[src/rtl/pipe_stage_reg.sv]
`default_nettype none
// ============================================================================
// Module      : pipe_stage_reg
// Description : Elastic inter-stage register with DEPTH slots, valid/ready
//               handshake, flush, bubble gating and a saturating stall counter.
// Revision    : 1.0 - initial release
// ============================================================================
module pipe_stage_reg #(
  parameter int DATA_W = 35,
  parameter int CTRL_W = 4,
  parameter int DEPTH  = 1,
  parameter int CNT_W  = 16
) (
  input  logic              clk,
  input  logic              rst_n,
  input  logic              in_valid,
  output logic              in_ready,
  input  logic [CTRL_W-1:0] in_ctrl,
  input  logic [DATA_W-1:0] in_data,
  input  logic              flush,
  output logic              out_valid,
  input  logic              out_ready,
  output logic [CTRL_W-1:0] out_ctrl,
  output logic [DATA_W-1:0] out_data,
  output logic [DEPTH-1:0]  slot_valid,
  output logic [CNT_W-1:0]  stall_cnt
);

  logic [DEPTH-1:0]  valid_q;
  logic [DEPTH-1:0]  adv;
  logic [CTRL_W-1:0] ctrl_q   [DEPTH];
  logic [DATA_W-1:0] data_q   [DEPTH];
  logic [DEPTH-1:0]  src_valid;
  logic [CTRL_W-1:0] src_ctrl [DEPTH];
  logic [DATA_W-1:0] src_data [DEPTH];

  // A slot may advance if the output drains or any slot from it to the end is empty.
  for (genvar k = 0; k < DEPTH; k++) begin : g_adv
    assign adv[k] = out_ready | ~(&valid_q[DEPTH-1:k]);
  end

  assign in_ready = adv[0] & ~flush;

  always_comb begin
    src_valid[0] = in_valid & in_ready;
    src_ctrl[0]  = in_ctrl;
    src_data[0]  = in_data;
    for (int k = 1; k < DEPTH; k++) begin
      src_valid[k] = valid_q[k-1];
      src_ctrl[k]  = ctrl_q[k-1];
      src_data[k]  = data_q[k-1];
    end
  end

  always_ff @(posedge clk or negedge rst_n) begin
    if (!rst_n) begin
      valid_q <= '0;
      for (int k = 0; k < DEPTH; k++) begin
        ctrl_q[k] <= '0;
        data_q[k] <= '0;
      end
    end else begin
      for (int k = 0; k < DEPTH; k++) begin
        if (flush) begin
          valid_q[k] <= 1'b0;
          ctrl_q[k]  <= '0;
        end else if (adv[k]) begin
          valid_q[k] <= src_valid[k];
          ctrl_q[k]  <= src_valid[k] ? src_ctrl[k] : '0;
          // Payload holds on bubbles to avoid needless toggling downstream.
          if (src_valid[k]) begin
            data_q[k] <= src_data[k];
          end
        end
      end
    end
  end

  always_ff @(posedge clk or negedge rst_n) begin
    if (!rst_n) begin
      stall_cnt <= '0;
    end else if (out_valid && !out_ready && !(&stall_cnt)) begin
      stall_cnt <= stall_cnt + CNT_W'(1);
    end
  end

  assign out_valid  = valid_q[DEPTH-1];
  assign out_ctrl   = out_valid ? ctrl_q[DEPTH-1] : '0;
  assign out_data   = data_q[DEPTH-1];
  assign slot_valid = valid_q;

endmodule
`default_nettype wire

[config.mk]
export PLATFORM = sky130hd
export DESIGN_NAME = pipe_stage_reg
export DESIGN_NICKNAME = d
export VERILOG_FILES = /design/src/rtl/pipe_stage_reg.sv
export SDC_FILE = /design/constraint.sdc
export NUM_CORES = 1
export LEC_CHECK = 0
export CAP_MARGIN = 20
export CORE_ASPECT_RATIO = 0.6
export CORE_MARGIN = 5
export CORE_UTILIZATION = 50
export DETAILED_ROUTE_END_ITERATION = 10
export DONT_BUFFER_PORTS = 1
export GPL_TIMING_DRIVEN = 0
export PLACE_DENSITY = 0.73
export SYNTH_ARGS = -nofsm -noshare
export SYNTH_HDL_FRONTEND = slang
export SYNTH_SLANG_ARGS = --single-unit
[constraint.sdc]
create_clock -name clk -period 2 [get_ports clk]
set_input_delay 0.3 -clock clk [delete_from_list [all_inputs] [get_ports clk]]
set_output_delay 0.3 -clock clk [all_outputs]
set_load 0.02 [all_outputs]
==> metrics.md <==
| Metric | Value |
|---|---|
| CORE AREA | 0.00454 mm^2 |
| # diodes | 0 |
| Detailed Route WL | roughly 5000 um |
| Met3 wire length | between 400 and 500 um |
| GRT Total Usage | 0.170 |
| Pwr dens | 1040 mW/mm^2 |
| Total power | between 2 and 3 mW |
| Critical Path Fanout Max | 7 |
| Reg2Reg Setup Slack | about 0.028 ns |
| Post-route minimum period | a little under 2 ns |
| RePlAce Congestion | ~0.83 |
| Internal | 1.77 mW |
| Leakage power | 1.09 nW |
| Clk network pwr share | 0.225 |
| Yosys warns | 0 |
| Routed vias | 1358 |
| Worst hold start | in_ctrl[3] |
| Clock Latency Late Sink | 0.30 ns |
| Combinational group share of total power | 0.128 |
| Simple-Gate Fraction of Synth Area | 0.102 |
| CP Launch Type | register |
| Sw frac | 0.338 |
| Mapped Area | 0.00233 mm^2 |
| Clock buffer depth | 2 |
| Setup ws final | 0.0276 ns |
| Min Hold Slack | 0.133 ns |
| Setup crit start | stall_cnt[0] |
| Switching power | 903 uW |
| Root buf cell | clkbuf_8 |
| Ratio of final minimum period to clock period | 0.986 |
| Fin. Hold Viols | 0 |
| H-tree depth | 2 |
| Die height | about 63 um |
| Die Area | between 0.006 and 0.007 mm^2 |
| Initial antenna violation count | 0 |
| Rows | 19 |
| Initial Util | 0.512 |
| Area leader, netlist | dfrtp_1 |
| Max Fclk | just over 500 MHz |
| WL/cell | between 20 and 25 um |
| Worst Clk Skew | 0.00819 ns |
| Max cap viols | 0 |
| Critical Path AT | 2.16 ns |
| First-pass GRT wire length | 8230 um |
| Top sig layer | met4 |
| Cells after synthesis | 165 |
| Cells after DPL | between 200 and 250 |
| Largest net degree at the start of global routing | 57 |
| TritonCTS clock tree | built |
| Detailed Place HPWL | ~3800 um |
| Adder-cell share of the synthesized area | 0.00538 |
| PortBufs | 0 |
| Seq cells post-synth | 56 |
| Worst-Margin Slew | 0.608 ns |
| Setup Slack @ Placement | -0.232 ns |
| Final Util | 0.566 |
| CP peak stage delay | ~0.50 ns |
| Worst VDD drop | 0.596 mV |
| Number of global-route vias before repair | around 1500 |
| Reg-to-Reg End | stall_cnt[1] |
| Mapped Avg Cell Area | 14.1 um^2 |
| # DRC | 0 |
| Min-Delay Path Depth | 1 |
| CTS sink cnt | 56 |
| Final Non-Filler Cells | 238 |
| Setup violations, final | 0 |
| Multiplexer area fraction after synthesis | 0.181 |
| Share of cells above drive strength 1 | 0.377 |
| Met1 Wirelength | 2000 um |
| Synth-to-Final Area Change | 10.4% |
| Worst setup path end | stall_cnt[1] |
| Final slew viol count | 0 |
| Routed met2 length | around 2500 um |
| Post-synthesis xor/xnor area fraction | 0.0452 |
| Hold WC Path Type | input pin to register |
| Max stage delay cell, worst path | dfrtp_2 |
| Ranking of synthesized cells by area | dfrtp_1 (60%), mux2_2 (17%), xnor2_1 (2.6%) |
| GRT overflow | 0 |
| CP cell instances | ha_4 > nand4_4 > or3_1 > buf_6 > o21ai_4 > mux2_4 |
| Die Wd | 98.1 um |
| Worst setup EP type | register |
| Nets | 219 |
| Synthesized net count | 210 |
| Ports | 102 |
| Worst-path clk slew | 0.09 ns |
| RSZ-0062 raised after global routing | true |
| Cells on worst reg2reg path | 6 |
| Crit path required time | 2.19 ns |
| Seq pwr share | 0.647 |
| Synth Area in Compound Gates | 0.0420 |
| Relative max-transition margin | 0.588 |
| Unique masters post-synth | 29 |
| Initial DRC count | 56 |
| Via density | 5.71 |
| Inserted Clock Buffers | 5 |
| Largest family of logic cells by synthesized area | multiplexers |
| Sequential-to-total area share from yosys stat | 0.602 |
| TritonRoute pass-1 iters | 4 |
| DRT antenna net count | 0 |
| Status | finished, final reports clean |
| Crit Path Class | register to register |
| Synth top area share | 0.602 |
| Reg-to-reg startpoint | stall_cnt[0] |
## worst min path at each step
stage                             end  slack (ns)
final                       ctrl_q[3]        0.13
after global routing        ctrl_q[3]        0.11
after CTS                   ctrl_q[3]        0.12
after detailed placement  out_data[7]       0.005
after global placement    out_data[7]       0.006
after floorplan             ctrl_q[0]       0.004
## cells in the final DEF, fill, tap and decap left out, types with 3 or more instances in the layout
master | Yosys | routed
mux2_2 | 36 | 36
nor2_1 | 5 | 4
xnor2_1 | 7 | 7
xor2_1 | 5 | 5
dfrtp_2 | 0 | 7
nand2_1 | 7 | 7
a21oi_1 | 3 | 3
clkbuf_8 | 0 | 5
nor4_1 | 3 | 3
nand4_1 | 7 | 7
buf_4 | 5 | 4
a22o_1 | 4 | 4
and2_1 | 6 | 5
dfrtp_1 | 56 | 49
## critical path: cells and delay by family (launching register included)
| kind | cells | cell delay [ns] |
|---|---|---|
| buf+inv | 1 | 0.15 |
| fa+ha+maj | 1 | 0.19 |
| compound gates | 1 | 0.15 |
| flops | 1 | 0.50 |
| mux | 1 | 0.31 |
| simple gates | 2 | 0.57 |
## power groups by stage
| stage | Sequential [mW] | Clock, mW | Combinational (mW) |
|---|---|---|---|
| after global placement | 1.73 | 0 | 0.268 |
| after detailed placement | 1.74 | 0 | 0.296 |
| after floorplan | 1.68 | 0 | 0.251 |
| after CTS | 1.73 | 0.624 | 0.347 |
| after global routing | 1.76 | 0.670 | 0.387 |
| final | 1.73 | 0.600 | 0.343 |
## flip-flops by register name (all words and copies together), names as in the netlist
signal     count
ctrl_q         4
stall_cnt     16
out_valid      1
out_data      35
## cells by family (layout without fill, tap and decap cells)
| group | Yosys count | in the layout |
|---|---|---|
| buffers and inverters | 7 | 17 |
| AND/OR/NAND/NOR | 40 | 40 |
| adder cells (fa/ha/maj) | 1 | 1 |
| multiplexers | 37 | 37 |
| AO/OA/AOI/OAI | 12 | 12 |
| XOR/XNOR | 12 | 12 |
| flip-flops | 56 | 56 |
## routing by layer
layer,GRT usage,up-vias
met3,0.0569,6
met4,0.0518,0
met1,0.212,678
met2,0.283,76
li1,-,598
met5,0,-
## Yosys cell counts
cell type and count:
nand4_1 7, clkbuf_1 1, and3_1 2, o21a_1 1, buf_6 1, o211ai_1 2, xor2_1 5, nor4_1 3
o311ai_0 1, buf_4 5, nand3_1 2, nor2_1 5, nand4_4 1, xnor2_1 7, or2_2 1, dfrtp_1 56
and2b_2 1, nand2_1 7, and2_1 6, mux2_2 36, a21oi_1 3, mux2_4 1, a22o_1 4, or3_1 1
ha_1 1, and4b_1 1, nand2b_1 1, nor3_1 2, o21ai_4 1
## metrics by stage
step	setup TNS, ns	instance area [um^2]
2_1_floorplan	0	2330
3_3_place_gp	-5.60	2410
3_5_place_dp	-7.13	2410
4_1_cts	0	2560
5_1_grt	-0.0224	2570
6_report	0	2570
## cell type report
type,count,area [um^2]
clock buffers,5,68.8
repair buffers,3,41.3
multi-input cells,102,893
flip-flops and latches,56,1410
plain buffers,6,52.6
well taps,63,78.8
fillers,371,1970
clock inverters,3,23.8
## timing repair
action | in CTS | in global routing
pin swaps | 0 | 1
hold buffers | 2 | 0
resized for setup | 8 | 5
cloned | 0 | 0
setup endpoints to repair | 39 | 24
buffers inserted | 1 | 0
hold endpoints to repair | 56 | 0
Note: power is estimated with default switching activity, not from simulation.
